[src/rtl/serial_cmd_rx.sv]
// serial_cmd_rx: UART receiver (8N1, LSB first) with a 4-byte command assembler.
//
// A command is addr[23:16], addr[15:8], addr[7:0], data. If too long a gap
// occurs between bytes, or a framing error occurs, the partial command is
// dropped. Neither case produces a write.
//
// Parameters
//   CLKS_PER_BIT  clk cycles per UART bit period
//   TIMEOUT_BITS  inter-byte gap, in bit periods, that aborts a partial command
// Ports
//   clk        single clock for all logic
//   reset      asynchronous, active-low reset
//   RX         asynchronous UART line, idle high
//   rx_byte    last correctly received byte
//   rx_valid   one-cycle pulse when rx_byte updates
//   wr_addr    address of the last complete command
//   wr_data    data of the last complete command
//   wr_en      one-cycle pulse when wr_addr/wr_data update (same cycle as rx_valid)
//   frame_err  one-cycle pulse on a bad stop bit
//   busy       high whenever the receive FSM is not idle
module serial_cmd_rx #(
  parameter int unsigned CLKS_PER_BIT = 217,
  parameter int unsigned TIMEOUT_BITS = 20
) (
  input  logic        clk,
  input  logic        reset,
  input  logic        RX,
  output logic [7:0]  rx_byte,
  output logic        rx_valid,
  output logic [23:0] wr_addr,
  output logic [7:0]  wr_data,
  output logic        wr_en,
  output logic        frame_err,
  output logic        busy
);

  localparam int unsigned CNT_W   = (CLKS_PER_BIT > 1) ? $clog2(CLKS_PER_BIT) : 1;
  localparam int unsigned GAP_MAX = TIMEOUT_BITS * CLKS_PER_BIT;
  localparam int unsigned GAP_W   = $clog2(GAP_MAX + 1);

  localparam logic [CNT_W-1:0] HALF_M1 = CNT_W'(CLKS_PER_BIT / 2 - 1);
  localparam logic [CNT_W-1:0] FULL_M1 = CNT_W'(CLKS_PER_BIT - 1);
  localparam logic [GAP_W-1:0] GAP_END = GAP_W'(GAP_MAX);

  typedef enum logic [2:0] {
    S_IDLE,
    S_START,
    S_DATA,
    S_STOP,
    S_BREAK
  } state_t;

  logic             rx_meta_q, rx_sync_q;
  state_t           state_q, state_d;
  logic [CNT_W-1:0] cnt_q, cnt_d;
  logic [2:0]       idx_q, idx_d;
  logic [7:0]       shift_q, shift_d;
  logic             byte_ok, byte_bad;

  logic [1:0]       bcnt_q, bcnt_d, bcnt_base;
  logic [GAP_W-1:0] gap_q, gap_d;
  logic             timeout;
  logic [23:0]      shadow_q, shadow_d;
  logic [23:0]      wr_addr_q, wr_addr_d;
  logic [7:0]       wr_data_q, wr_data_d;
  logic             wr_en_d;

  logic [7:0]       rx_byte_q;
  logic             rx_valid_q, wr_en_q, frame_err_q, busy_q;

  // Receive FSM
  always_comb begin
    state_d  = state_q;
    cnt_d    = cnt_q + CNT_W'(1);
    idx_d    = idx_q;
    shift_d  = shift_q;
    byte_ok  = 1'b0;
    byte_bad = 1'b0;
    unique case (state_q)
      S_IDLE: begin
        cnt_d = '0;
        if (!rx_sync_q) state_d = S_START;
      end
      S_START: begin
        if (cnt_q == HALF_M1) begin
          cnt_d   = '0;
          idx_d   = '0;
          state_d = rx_sync_q ? S_IDLE : S_DATA;
        end
      end
      S_DATA: begin
        if (cnt_q == FULL_M1) begin
          cnt_d   = '0;
          shift_d = {rx_sync_q, shift_q[7:1]};
          if (idx_q == 3'd7) state_d = S_STOP;
          else               idx_d   = idx_q + 3'd1;
        end
      end
      S_STOP: begin
        if (cnt_q == FULL_M1) begin
          cnt_d = '0;
          if (rx_sync_q) begin
            byte_ok = 1'b1;
            state_d = S_IDLE;
          end else begin
            byte_bad = 1'b1;
            state_d  = S_BREAK;
          end
        end
      end
      S_BREAK: begin
        cnt_d = '0;
        if (rx_sync_q) state_d = S_IDLE;
      end
      default: begin
        cnt_d   = '0;
        state_d = S_IDLE;
      end
    endcase
  end

  // Command assembler. A timeout in the same cycle as a new byte makes that
  // byte the first of a fresh command.
  always_comb begin
    timeout   = (bcnt_q != 2'd0) && (gap_q == GAP_END);
    bcnt_base = timeout ? 2'd0 : bcnt_q;
    bcnt_d    = bcnt_base;
    shadow_d  = shadow_q;
    wr_addr_d = wr_addr_q;
    wr_data_d = wr_data_q;
    wr_en_d   = 1'b0;
    if (byte_bad) begin
      bcnt_d = 2'd0;
    end else if (byte_ok) begin
      unique case (bcnt_base)
        2'd0: shadow_d[23:16] = shift_q;
        2'd1: shadow_d[15:8]  = shift_q;
        2'd2: shadow_d[7:0]   = shift_q;
        default: begin
          wr_addr_d = shadow_q;
          wr_data_d = shift_q;
          wr_en_d   = 1'b1;
        end
      endcase
      bcnt_d = bcnt_base + 2'd1;
    end

    if (bcnt_q == 2'd0 || byte_ok) gap_d = '0;
    else if (gap_q != GAP_END)     gap_d = gap_q + GAP_W'(1);
    else                           gap_d = gap_q;
  end

  always_ff @(posedge clk or negedge reset) begin
    if (!reset) begin
      rx_meta_q   <= 1'b1;
      rx_sync_q   <= 1'b1;
      state_q     <= S_IDLE;
      cnt_q       <= '0;
      idx_q       <= '0;
      shift_q     <= '0;
      bcnt_q      <= '0;
      gap_q       <= '0;
      shadow_q    <= '0;
      wr_addr_q   <= '0;
      wr_data_q   <= '0;
      wr_en_q     <= 1'b0;
      rx_byte_q   <= '0;
      rx_valid_q  <= 1'b0;
      frame_err_q <= 1'b0;
      busy_q      <= 1'b0;
    end else begin
      rx_meta_q   <= RX;
      rx_sync_q   <= rx_meta_q;
      state_q     <= state_d;
      cnt_q       <= cnt_d;
      idx_q       <= idx_d;
      shift_q     <= shift_d;
      bcnt_q      <= bcnt_d;
      gap_q       <= gap_d;
      shadow_q    <= shadow_d;
      wr_addr_q   <= wr_addr_d;
      wr_data_q   <= wr_data_d;
      wr_en_q     <= wr_en_d;
      if (byte_ok) rx_byte_q <= shift_q;
      rx_valid_q  <= byte_ok;
      frame_err_q <= byte_bad;
      busy_q      <= (state_d != S_IDLE);
    end
  end

  assign rx_byte   = rx_byte_q;
  assign rx_valid  = rx_valid_q;
  assign wr_addr   = wr_addr_q;
  assign wr_data   = wr_data_q;
  assign wr_en     = wr_en_q;
  assign frame_err = frame_err_q;
  assign busy      = busy_q;

endmodule

[config.mk]
export PLATFORM = sky130hd
export DESIGN_NAME = serial_cmd_rx
export DESIGN_NICKNAME = d
export VERILOG_FILES = /design/src/rtl/serial_cmd_rx.sv
export SDC_FILE = /design/constraint.sdc
export NUM_CORES = 1
export LEC_CHECK = 0
export BUFFER_PORTS_ARGS = -buffer_cell sky130_fd_sc_hd__buf_4
export CAP_MARGIN = 10
export CORE_MARGIN = 2
export CORE_UTILIZATION = 50
export CTS_CLUSTER_DIAMETER = 80
export DETAILED_ROUTE_END_ITERATION = 7
export PLACE_DENSITY = 0.73
export SLEW_MARGIN = 20
export SYNTH_ARGS = -nofsm -noshare
export SYNTH_HDL_FRONTEND = slang
export SYNTH_SLANG_ARGS = --single-unit
[constraint.sdc]
create_clock -name clk -period 2.41 [get_ports clk]
set_input_delay 0.1205 -clock clk [delete_from_list [all_inputs] [get_ports clk]]
set_output_delay 0.1205 -clock clk [all_outputs]
set_load 0.01 [all_outputs]
# [Word-level counts from Yosys, hierarchy flattened]
# Index checks and enable logic that the tools add are counted.
[totals] ff_bits=107 latch_bits=0 ram_bits=0 romBits=0 in_bits=3 output_inout_bits=44 elab_cells=85 memories=0
[op_classes] n_addsub=4 multipliers=0 n_div=0 n_lt_le_gt_ge=0 eq_ne=14 shift=0 n_mux=30 n_bitwise=2 reduce_logical=17
[op_table] operator="$mux 3" count=10
[op_table] operator="$mux 13" count=2
[op_table] operator="$mux 8" count=2
[op_table] operator="$pmux 8 s2" count=1
[op_table] operator="$pmux 3 s5" count=1
[op_table] operator="$add 13x1->13 const B" count=1
[op_table] operator="$eq 13x13->1 const B" count=1
[op_table] operator="$ne 13x13->1 const B" count=1
[op_table] operator="$reduce_and 3->1" count=4
[op_table] operator="$mux 1" count=9
[op_table] operator="$add 8x1->8 const B" count=1
[op_table] operator="$eq 8x7->1 const B" count=1
[op_table] operator="$eq 8x8->1 const B" count=1
[op_table] operator="$mux 2" count=4
[op_table] operator="$eq 3x2->1 const B" count=2
[op_table] operator="$eq 3x3->1 const B" count=2
[op_table] operator="$ne 2x2->1 const B" count=3
[op_table] operator="$pmux 3 s2" count=1
[op_table] operator="$reduce_bool 2->1" count=3
[op_table] operator="$logic_not 2->1" count=2
[op_table] operator="$reduce_and 4->1" count=1
[op_table] operator="$add 3x1->3 const B" count=1
[op_table] operator="$eq 3x1->1 const B" count=1
[op_table] operator="$logic_not 3->1" count=1
[op_table] operator="other kinds (10)" count=11

# [Depth between registers and ports, before layout]
# Gate-level depths: netlist (run 1).
[depth] ltp_word=8 ltp_mapped=10 ltp_nobuf=9

# [Least setup slack after synthesis (run 1)]
# No wires, ideal clock.
[synth_timing] path_kind="register -> register" startpoint="register gap_q[0]" endpoint="register wr_addr_q[0], in the netlist wr_addr[0]" t_arrival_ns=2.074 required_ns=2.285 slack_ns=0.211 stages_incl_launch_ff=11 path_buffers=1 path_cell_list="dfrtp_1 inv_1 ha_1 nor4b_1 nand3_1 nand2_1 inv_1 ha_1 nand2_4 buf_6 mux2_4"
[synth_between] elab_chain_len=7
[synth_rtl] item="start, declared" line_no="61" source="logic [GAP_W-1:0] gap_q, gap_d;"
[synth_rtl] item="start signal, assigned" line_no="179" source="gap_q <= gap_d;"
[synth_rtl] item="$eq 13x13->1 *" line_no="125" source="timeout = (bcnt_q != 2'd0) && (gap_q == GAP_END);"
[synth_rtl] item="$logic_and 1x1->1 *" line_no="125"
[synth_rtl] item="$mux 2 *" line_no="126" source="bcnt_base = timeout ? 2'd0 : bcnt_q;"
[synth_rtl] item="$eq 2x1->1, or another cell as far along" line_no="135" source="unique case (bcnt_base)"
[synth_rtl] item="$reduce_or 3->1 (no line) *"
[synth_rtl] item="$not 1->1 (no line) *"
[synth_rtl] item="$reduce_and 3->1 (no line) *"
[synth_rtl] item="end signal, assigned" line_no="181" source="wr_addr_q <= wr_addr_d;"
[synth_rtl] item="end, declared" line_no="64" source="logic [23:0] wr_addr_q, wr_addr_d;"
# Mark *: on every way between the ends. The rest lies on a longest branch, timed or not.
# A chain may end at the register's enable or synchronous reset.

# [Final worst setup path (run 1)]
[layout_timing] startpoint="register gap_q[0]" endpoint="register wr_addr_q[18], in the netlist wr_addr[18]"
# The elaborated chain is that of the path after synthesis.

==> summary.md, run 1 <==
| Metric | Value |
|---|---|
| P&R area growth vs syn | `18.0%` |
| CP max FO | `11` |
| Post-Synthesis Cell Area | `0.00466 mm²` |
| Die W | `just over 100 µm` |
| Pwr per Cell Area | `544 mW/mm²` |
| Most frequent cells in the layout | `dfrtp_1, buf_4, mux2_4` |
| Synthesized area per cell | `between 10 and 15 µm²` |
| Skew final | `0.00916 ns` |
| Reg-to-reg endpoint | `wr_addr[18]` |
| Vias in the first global route | `2742` |
| Most common cell after layout, fill and taps aside | `dfrtp_1` |
| Met1 global-route usage | `0.250` |
| Grt ovf | `0` |
| Max Transition Viols Final | `0` |
| Vias per inst | `around 5.3` |
| FF-to-FF Start | `gap_q[0]` |
| Worst reg2reg path depth | `10` |
| Number of clock sinks | `107` |
| Die Area | `a little over 0.01 mm²` |
| Vias post-DR | `around 2700` |
| Reg clk slew, reported paths | `0.11 ns` |
| Combinational power share | `0.016` |
| Tot GR Track Use | `0.172` |
| Peak Freq | `443 MHz` |
| CP startpoint kind | `flop` |
| Global-route wire length before repair | `roughly 14000 µm` |
| Final hold vios | `0` |
| Seq cells post-synth | `around 110` |
| Routability cong. | `between 0.7 and 0.8` |
| Final #Nets | `roughly 420` |
| Most used routing layer | `met2` |
| Die height | `approximately 100 µm` |
| Arrival time worst endpoint | `~2.5 ns` |
| Met2 usage | `0.258` |
| DR iter-0 viols | `between 70 and 80` |
| DRC Markers | `0` |
| Fin crit period | `between 2 and 2.5 ns` |
| Max-cap violations | `0` |
| Worst setup path startpoint | `gap_q[0]` |
| Slew @ Worst Pin | `around 0.60 ns` |
| Sw Share | `0.228` |
| Syn Inst Count | `332` |
| I/O pins | `between 40 and 50` |
| Int Pwr | `approximately 2.3 mW` |
| Synth unique cells | `48` |
| Final setup viols | `0` |
| Yosys warns | `0` |
| RSZ-0062 raised after global routing | `yes` |
| Largest net degree at the start of global routing | `just under 50` |
| CTS Buf Count | `9` |
| Sequential share of the synthesized area | `0.575` |
| Placed Area | `0.00525 mm²` |
| Rows | `35` |
| Hold Crit Class | `in -> async` |
| PortBufs | `46` |
| Worst IR Drop VDD | `about 0.26 mV` |
| Register share of total power | `0.602` |
| Starting Density | `0.509` |
| Drt pass-1 iters | `4` |
| Critical Setup Path Class | `reg -> reg` |
| Share of layout cells above drive strength 1 | `0.408` |
| Initial antenna violation count | `0` |
| Worst endpoint required time | `about 2.7 ns` |
| Clk buf depth | `2` |
| WL/cell | `about 16 µm` |
| Register-to-Register Setup Slack | `~0.15 ns` |
| Power share of the clock group | `0.383` |
| H-tree depth | `3` |
| Clk Latency, worst-skew pair | `around 0.37 ns` |
| TritonCTS clock tree | `built` |
| Outcome | `finished, final reports clean` |
| Switch Pwr | `~700 µW` |
| ANT nets after route | `0` |
| Core area | `0.00915 mm²` |
| Final period utilization | `0.937` |
| Diode count | `0` |
| Worst Setup EP | `wr_addr[18]` |
| CP Capture Type | `flop` |
| Fin util | `0.601` |
| DP Wirelength | `5670 µm` |
| Slew Limit Headroom | `0.598` |
| Met3 usage | `0.0319` |
| Final hold slack | `~0.29 ns` |
| Final instance area | `0.00550 mm²` |
| Post-synth net total | `345` |
| Leakage | `roughly 2.9 nW` |
| Clock Tree Root | `clkbuf_8` |
| Routed WL | `8080 µm` |
[power groups by stage]
stage | logic (mW) | registers, mW | clock network [mW]
after detailed placement | 0.0482 | 1.83 | 0
after global routing | 0.0562 | 1.80 | 1.24
after CTS | 0.0507 | 1.80 | 1.18
after global placement | 0.0469 | 1.83 | 0
after floorplan | 0.00294 | 1.83 | 0
final | 0.0471 | 1.80 | 1.14
[routing by layer]
layer | routed length (µm) | share of wire
met5 | 0 | 0
met4 | 150 | 0.019
met3 | 206 | 0.026
met2 | 3750 | 0.46
met1 | 3970 | 0.49
[registers in the layout (all words and copies together) (netlist names), 2 cells and up]
register  flops
shift_q       8
wr_addr      24
shadow_q     24
rx_byte       8
state_q       3
gap_q        13
bcnt_q        2
cnt_q         8
wr_data       8
idx_q         3
[cell type report]
type                    count  area (µm²)
fillers                   721        3650
flip-flops and latches    107        2680
multi-input cells         206        1880
repair buffers             67         546
well taps                 111         139
clock buffers               9         124
clock inverters             7        82.6
inverters                  13        48.8
[worst max-delay path: stages, from the launching register on]
cell and delay [ns]:
dfrtp_1 0.39, inv_1 0.07, ha_1 0.13, nor4b_1 0.21
nand3_1 0.23, nand2_1 0.15, inv_1 0.07, ha_1 0.23
nand2_4 0.19, buf_12 0.18, mux2_4 0.31
[synthesized netlist by cell type, drive strengths merged]
master  number  share of area
dfrtp      105           0.56
mux2        73           0.21
nor2        30          0.024
nand2       19          0.021
inv         13          0.010
nand3       11          0.012
ha          10          0.027
xnor2       10          0.019
buf          6          0.012
nor3         6         0.0075
xor2         6          0.011
a21oi        4         0.0051
mux2i        4         0.0086
nand4        4         0.0054
nand3b       3         0.0075
o21ai        3         0.0032
and4         2         0.0038
dfstp        2          0.011
nor4         2         0.0059
nor4bb       2         0.0043
or3b         2         0.0038
a21boi       1         0.0016
a21o         1         0.0016
a22oi        1         0.0016
a31o         1         0.0019
a31oi        1         0.0013
and3         1         0.0013
and3b        1         0.0019
and4b        1         0.0021
nand2b       1         0.0013
nand4b       1         0.0032
nor4b        1         0.0019
o21bai       1         0.0016
o311a        1         0.0021
o31ai        1         0.0016
or3          1         0.0013
[kinds of logic (layout without fill, tap and decap cells)]
kind of cell	after synthesis	after routing	synth area share
AOI/OAI and AO/OA	15	15	0.0218
xor gates and xnor gates	16	16	0.0301
adders and majority gates	10	10	0.0269
buffers and inverters	19	96	0.0223
DFF	107	107	0.575
muxes	77	77	0.215
and+or+nand+nor	88	88	0.109
[worst min-delay path by stage]
| stage | startpoint | to | depth (start not counted) |
|---|---|---|---|
| after floorplan | reset | bcnt_q[0] | 0 |
| after global placement | reset | wr_addr[13] | 1 |
| after detailed placement | reset | wr_addr[21] | 1 |
| after CTS | reset | wr_data[5] | 2 |
| after global routing | reset | wr_data[5] | 2 |
| final | reset | wr_data[5] | 2 |
[timing repair]
action                                  CTS  global route
endpoints found under the hold margin    47             0
hold buffers                              2             0
resized for setup                         0             1
buffers inserted                          0             3
endpoints found under the setup margin    0            39
[through the flow]
| stage | setup slack (ns) | cells | TNS, ns | power, mW |
|---|---|---|---|---|
| global route | -0.0135 | 520 | -0.0224 | 3.10 |
| detailed placement | 0.0697 | 499 | 0 | 1.88 |
| floorplan | 0.211 | 332 | 0 | 1.84 |
| finish | 0.152 | 520 | 0 | 2.99 |
| CTS | 0.0670 | 517 | 0 | 3.03 |
| global placement | 0.141 | 499 | 0 | 1.88 |
Power figures use the tool's default switching activity.
==> inputs of run 2 (changes only) <==
--- a/config.mk
+++ b/config.mk
@@ -5,13 +5,13 @@
 export SDC_FILE = /design/constraint.sdc
 export NUM_CORES = 1
 export LEC_CHECK = 0
-export BUFFER_PORTS_ARGS = -buffer_cell sky130_fd_sc_hd__buf_4
 export CAP_MARGIN = 10
 export CORE_MARGIN = 2
 export CORE_UTILIZATION = 50
 export CTS_CLUSTER_DIAMETER = 80
 export DETAILED_ROUTE_END_ITERATION = 7
-export PLACE_DENSITY = 0.73
+export DONT_BUFFER_PORTS = 1
+export PLACE_DENSITY = 0.69
 export SLEW_MARGIN = 20
 export SYNTH_ARGS = -nofsm -noshare
 export SYNTH_HDL_FRONTEND = slang
==> constraint.sdc (replaced) <==
create_clock -name clk -period 2.1 [get_ports clk]
set_input_delay 0.105 -clock clk [delete_from_list [all_inputs] [get_ports clk]]
set_output_delay 0.105 -clock clk [all_outputs]
set_load 0.01 [all_outputs]
==> summary.md, run 2 (synthesis gave the netlist of run 1 again) <==
| Metric | Value |
|---|---|
| CP Capture Type | `flop (unchanged)` |
| Number of clock sinks | `107 (unchanged)` |
| Vias post-DR | `2589 (was 2732)` |
| RSZ-0062 raised after global routing | `yes (unchanged)` |
| Final hold slack | `-0.579 ns (was 0.294 ns)` |
| CP startpoint kind | `flop (unchanged)` |
| Starting Density | `0.509 (unchanged)` |
| Register area | `0.00268 mm² (unchanged)` |
| Leakage | `2.70 nW (was 2.87 nW)` |
| Critical Setup Path Class | `reg -> reg (unchanged)` |
| Routability cong. | `0.749 (was 0.779)` |
| Core area | `0.00915 mm² (unchanged)` |
| ANT nets after route | `0 (unchanged)` |
| DR iter-0 viols | `101 (was 74)` |
| Slew Limit Headroom | `0.742 (was 0.598)` |
| Pwr per Cell Area | `614 mW/mm² (was 544 mW/mm²)` |
| Max-cap violations | `0 (unchanged)` |
| Hold Crit Class | `in -> async (unchanged)` |
| DRC Markers | `0 (unchanged)` |
| Register-to-Register Setup Slack | `0.09 ns (was 0.15 ns)` |
| Worst endpoint required time | `2.36 ns (was 2.67 ns)` |
| Fin util | `0.581 (was 0.601)` |
| CP Cell Sequence | `nor4bb_2 > buf_4 > nand3_2 > nand2_2 > inv_2 > ha_4 > nand2_8 > buf_6 > mux2_2 (was inv_1 > ha_1 > nor4b_1 > nand3_1 > nand2_1 > inv_1 > ha_1 > nand2_4 > buf_12 > mux2_4)` |
| PortBufs | `0 (was 46)` |
| I/O pins | `47 (unchanged)` |
| Diode count | `0 (unchanged)` |
| Outcome | `finished, violations left (was finished, final reports clean)` |
| Worst reg2reg path depth | `9 (was 10)` |
| Arrival time worst endpoint | `2.27 ns (was 2.51 ns)` |
| P&R area growth vs syn | `14.2% (was 18.0%)` |
| Worst IR Drop VDD | `0.408 mV (was 0.263 mV)` |
| Die Area | `0.0101 mm² (unchanged)` |
| Skew final | `0.0152 ns (was 0.00916 ns)` |
| WL/cell | `16.8 µm (was 15.5 µm)` |
| Violated checks | `hold timing` |
| Clock Tree Root | `clkbuf_8 (unchanged)` |
| Drt pass-1 iters | `4 (unchanged)` |
| Final period utilization | `0.955 (was 0.937)` |
| Largest net degree at the start of global routing | `108 (was 49)` |
| Final #Nets | `382 (was 417)` |
| Peak Freq | `499 MHz (was 443 MHz)` |
| Filler cells | `708 (was 721)` |
| Die W | `101 µm (unchanged)` |
| Max Transition Viols Final | `0 (unchanged)` |
| Fin crit period | `2.01 ns (was 2.26 ns)` |
| Tot GR Track Use | `0.172 (about the same)` |
| Most frequent cells in the layout | `dfrtp_1, mux2_4, mux2_2 (was dfrtp_1, buf_4, mux2_4)` |
| CP max stage cell | `dfrtp_1 (unchanged)` |
| Rows | `35 (unchanged)` |
| Routed WL | `8150 µm (was 8080 µm)` |
| CTS Buf Count | `9 (unchanged)` |
| H-tree depth | `3 (unchanged)` |
| Share of layout cells above drive strength 1 | `0.375 (was 0.408)` |
| Global-route wire length before repair | `13500 µm (was 13600 µm)` |
| Clk Latency, worst-skew pair | `0.37 ns (about the same)` |
| Setup TNS | `0 ns (unchanged)` |
| Hold_buf cts | `1 (was 2)` |
| Final hold vios | `107 (was 0)` |
| CP max FO | `6 (was 11)` |
| Reg clk slew, reported paths | `0.10 ns (was 0.11 ns)` |
| Slew @ Worst Pin | `0.384 ns (was 0.603 ns)` |
| Multi-input logic area | `0.00195 mm² (was 0.00188 mm²)` |
| Reg-to-reg endpoint | `wr_data[0] (was wr_addr[18])` |
| Vias per inst | `5.35 (was 5.25)` |
| Clk buf depth | `2 (unchanged)` |
| FF-to-FF Start | `gap_q[8] (was gap_q[0])` |
| TritonCTS clock tree | `built (unchanged)` |
| Slowest cell delay on critical path | `0.41 ns (was 0.39 ns)` |
| Final setup viols | `0 (unchanged)` |
| DP Wirelength | `5320 µm (was 5670 µm)` |
| Vias in the first global route | `2588 (was 2742)` |
| Grt ovf | `0 (unchanged)` |
| Most common cell after layout, fill and taps aside | `dfrtp_1 (unchanged)` |
| Initial antenna violation count | `0 (unchanged)` |
| Die height | `101 µm (unchanged)` |
[run 2: cell types whose count changed in the layout (fill, tap and decap cells not counted), sizes merged]
cell,delta
buf,-36
bufinv,-1
clkbuf,+2
clkinv,+2
clkinvlp,-1
dlygate4sd3,-1
inv,-1
[run 2: power breakdown]
| group | leakage, nW | switching [mW] | internal, mW |
|---|---|---|---|
| registers | 1.47 | 0.00112 | 2.06 |
| logic | 1.14 | 0.00352 | 0.00272 |
| clock network | 0.0937 | 0.741 | 0.453 |
| total | 2.70 | 0.746 | 2.52 |
[run 2: repair_timing]
item / in CTS / in global routing
gates cloned: 0 / 2
pin swaps: 0 / 5
buffers inserted: 0 / 3
endpoints found under the hold margin: 108 / 107
gates resized for setup: 1 / 11
endpoints found under the setup margin: 1 / 48
[run 2: worst max-delay path, delay by kind of cell, from the launching register on]
family	cells	cell delay, ns
and+or+nand+nor	4	0.64
DFF	1	0.41
buffers and inverters	3	0.35
muxes	1	0.33
adders and majority gates	1	0.17
[run 2: how the worst max path moves through the flow]
stage	start	endpoint	slack [ns]	cells past startpoint
floorplan	gap_q[0]	wr_addr[0]	0.02	10
global placement	gap_q[0]	wr_data[1]	0.02	10
detailed placement	gap_q[1]	wr_data[0]	0.02	10
CTS	gap_q[8]	wr_data[0]	0.02	9
global route	gap_q[1]	wr_data[0]	-0.009	10
finish	gap_q[8]	wr_data[0]	0.09	9
[run 2: layout make-up]
class | count | share of cell area
Clock inverter | 6 | 0.0108
Clock buffer | 9 | 0.0233
Tap cell | 111 | 0.0261
Inverter | 13 | 0.00917
Multi-Input combinational cell | 206 | 0.366
Sequential cell | 107 | 0.504
Timing Repair Buffer | 32 | 0.0607
[run 2: per-layer routing]
metal | global-route usage | wire length, µm | part of all wire
met1 | 0.253 | 3950 | 0.48
met2 | 0.249 | 3800 | 0.47
met3 | 0.0409 | 284 | 0.035
met4 | 0.0664 | 111 | 0.014
met5 | 0 | 0 | 0
[run 2: through the flow]
stage / setup slack [ns] / power [mW] / cell area, µm² / instances / hold WS [ns]
detailed placement: 0.0236 / 2.11 / 4990 / 463 / -0.187
global route: -0.00945 / 3.38 / 5320 / 484 / -0.611
global placement: 0.0211 / 2.11 / 4990 / 463 / -0.186
finish: 0.0949 / 3.26 / 5320 / 484 / -0.579
floorplan: 0.0223 / 2.11 / 4690 / 332 / -0.191
CTS: 0.0189 / 3.30 / 5190 / 479 / -0.598
==> inputs of run 3 (changes only) <==
==> constraint.sdc (replaced) <==
create_clock -name clk -period 2.2 [get_ports clk]
set_input_delay 0.11 -clock clk [delete_from_list [all_inputs] [get_ports clk]]
set_output_delay 0.11 -clock clk [all_outputs]
set_load 0.01 [all_outputs]
==> summary.md, run 3 (synthesis gave the netlist of run 1 again) <==
| Metric | Value |
|---|---|
| CTS Buf Count | `9 (unchanged)` |
| Starting Density | `0.509 (unchanged)` |
| Vias in the first global route | `2699 (was 2588)` |
| Rows | `35 (unchanged)` |
| Met3 usage | `0.0451 (was 0.0409)` |
| Met2 usage | `0.260 (was 0.249)` |
| Arrival time worst endpoint | `2.29 ns (was 2.27 ns)` |
| Slew @ Worst Pin | `0.363 ns (was 0.384 ns)` |
| ANT nets after route | `0 (unchanged)` |
| Final #Nets | `378 (was 382)` |
| Largest net degree at the start of global routing | `108 (unchanged)` |
| CP startpoint kind | `flop (unchanged)` |
| Drt pass-1 iters | `4 (unchanged)` |
| Max Transition Viols Final | `0 (unchanged)` |
| P&R area growth vs syn | `11.9% (was 14.2%)` |
| Global-route wire length before repair | `13400 µm (was 13500 µm)` |
| Met1 global-route usage | `0.234 (was 0.253)` |
| Outcome | `finished, violations left (unchanged)` |
| Clk Latency, worst-skew pair | `0.37 ns (about the same)` |
| Pwr per Cell Area | `597 mW/mm² (was 614 mW/mm²)` |
| Worst IR Drop VDD | `0.370 mV (was 0.408 mV)` |
| RSZ-0062 raised after global routing | `no (was yes)` |
| FF-to-FF Start | `gap_q[0] (was gap_q[8])` |
| TritonCTS clock tree | `built (unchanged)` |
| DP Worst Slack | `-0.00176 ns (was 0.0236 ns)` |
| DR iter-0 viols | `85 (was 101)` |
| Critical Setup Path Class | `reg -> reg (unchanged)` |
| Slew Limit Headroom | `0.756 (was 0.742)` |
| WL/cell | `16.8 µm (about the same)` |
| Routed WL | `8080 µm (was 8150 µm)` |
| Die Area | `0.0101 mm² (unchanged)` |
| Final hold vios | `107 (unchanged)` |
| Violated checks | `hold timing (unchanged)` |
| Worst endpoint required time | `2.46 ns (was 2.36 ns)` |
| Setup WS post-layout | `0.167 ns (was 0.0949 ns)` |
| Reg-to-reg endpoint | `wr_addr[23] (was wr_data[0])` |
| Worst setup path startpoint | `gap_q[0] (was gap_q[8])` |
| Worst Setup EP | `wr_addr[23] (was wr_data[0])` |
| Filler cells | `731 (was 708)` |
| Die W | `101 µm (unchanged)` |
| H-tree depth | `3 (unchanged)` |
| Diode count | `0 (unchanged)` |
| Final setup viols | `0 (unchanged)` |
| PortBufs | `0 (unchanged)` |
| Setup TNS | `0 ns (unchanged)` |
| DP Wirelength | `5440 µm (was 5320 µm)` |
| CP Capture Type | `flop (unchanged)` |
| Hold_buf cts | `1 (unchanged)` |
| Worst reg2reg path depth | `10 (was 9)` |
| Share of layout cells above drive strength 1 | `0.349 (was 0.375)` |
| Routability cong. | `0.831 (was 0.749)` |
| Most frequent cells in the layout | `dfrtp_1, mux2_4, mux2_2 (unchanged)` |
| Vias post-DR | `2572 (was 2589)` |
| Leakage | `2.64 nW (was 2.70 nW)` |
| Peak Freq | `492 MHz (was 499 MHz)` |
| Max-cap violations | `0 (unchanged)` |
| Die height | `101 µm (unchanged)` |
| CP max FO | `8 (was 6)` |
| Hold Crit Class | `in -> async (unchanged)` |
| Skew final | `0.0135 ns (was 0.0152 ns)` |
| Number of clock sinks | `107 (unchanged)` |
| I/O pins | `47 (unchanged)` |
| Final hold slack | `-0.580 ns (was -0.579 ns)` |
| DRC Markers | `0 (unchanged)` |
| Vias per inst | `5.35 (about the same)` |
| Tot Pwr | `3.11 mW (was 3.26 mW)` |
| Register-to-Register Setup Slack | `0.17 ns (was 0.09 ns)` |
| Grt ovf | `0 (unchanged)` |
| Final period utilization | `0.924 (was 0.955)` |
| Reg clk slew, reported paths | `0.11 ns (was 0.10 ns)` |
| Most used routing layer | `met2 (was met1)` |
| Clock Tree Root | `clkbuf_8 (unchanged)` |
| Initial antenna violation count | `0 (unchanged)` |
| Tot GR Track Use | `0.170 (was 0.172)` |
| Core area | `0.00915 mm² (unchanged)` |
| Clk buf depth | `2 (unchanged)` |
| Fin crit period | `2.03 ns (was 2.01 ns)` |
| Most common cell after layout, fill and taps aside | `dfrtp_1 (unchanged)` |
[run 3: changes by cell type in the layout (fill, tap and decap cells not counted), sizes merged]
| cell | previous run | this run |
|---|---|---|
| buf | 29 | 26 |
| clkinvlp | 0 | 1 |
| clkinv | 3 | 2 |
[run 3: cell type report]
cell class	instances	area (µm²)	share of cell area
Clock buffer	10	128	0.0245
Clock inverter	6	56.3	0.0108
Inverter	13	48.8	0.00936
Multi-Input combinational cell	206	1890	0.363
Sequential cell	107	2680	0.514
Tap cell	111	139	0.0267
Timing Repair Buffer	28	268	0.0514
[run 3: worst min path at each step]
| stage | startpoint | depth (start not counted) | to |
|---|---|---|---|
| after floorplan | reset | 0 | bcnt_q[0] |
| after global placement | reset | 0 | wr_addr[13] |
| after detailed placement | reset | 0 | wr_addr[12] |
| after CTS | reset | 0 | rx_byte[6] |
| after global routing | reset | 0 | rx_byte[6] |
| final | reset | 0 | rx_byte[6] |
[run 3: layer usage]
| metal | share of wire | wire length [µm] | up-vias |
|---|---|---|---|
| met4 | 0.014 | 116 | 0 |
| li1 | - | - | 1217 |
| met3 | 0.042 | 341 | 11 |
| met1 | 0.48 | 3890 | 1304 |
| met2 | 0.46 | 3720 | 40 |
| met5 | 0 | 0 | - |
[run 3: report_power, final]
group,internal [mW],switching (mW)
Sequential,1.97,0.000975
Combinational,0.00255,0.00328
Clock,0.437,0.700
Total,2.41,0.705
[run 3: critical path, stage by stage (launching register included)]
cell and delay (ns):
dfrtp_1 0.39, inv_1 0.07, ha_1 0.14, nor4b_2 0.18, nand3_1 0.16, nand2_1 0.11, inv_1 0.07, ha_2 0.21
nand2_8 0.12, clkbuf_16 0.17, mux2_4 0.29
[run 3: repair_timing]
item,4_1_cts,5_1_grt
pin swaps,0,3
gates resized for setup,0,3
gates cloned,0,1
endpoints found under the hold margin,108,107
buffers inserted,3,2
setup endpoints to repair,12,40
[run 3: metrics by stage]
| step | area [µm²] | utilization | cells |
|---|---|---|---|
| global placement | 4940 | 0.539 | 458 |
| floorplan | 4660 | - | 332 |
| finish | 5210 | 0.569 | 481 |
| detailed placement | 4940 | 0.539 | 458 |
| global route | 5210 | 0.569 | 481 |
| CTS | 5150 | 0.563 | 478 |
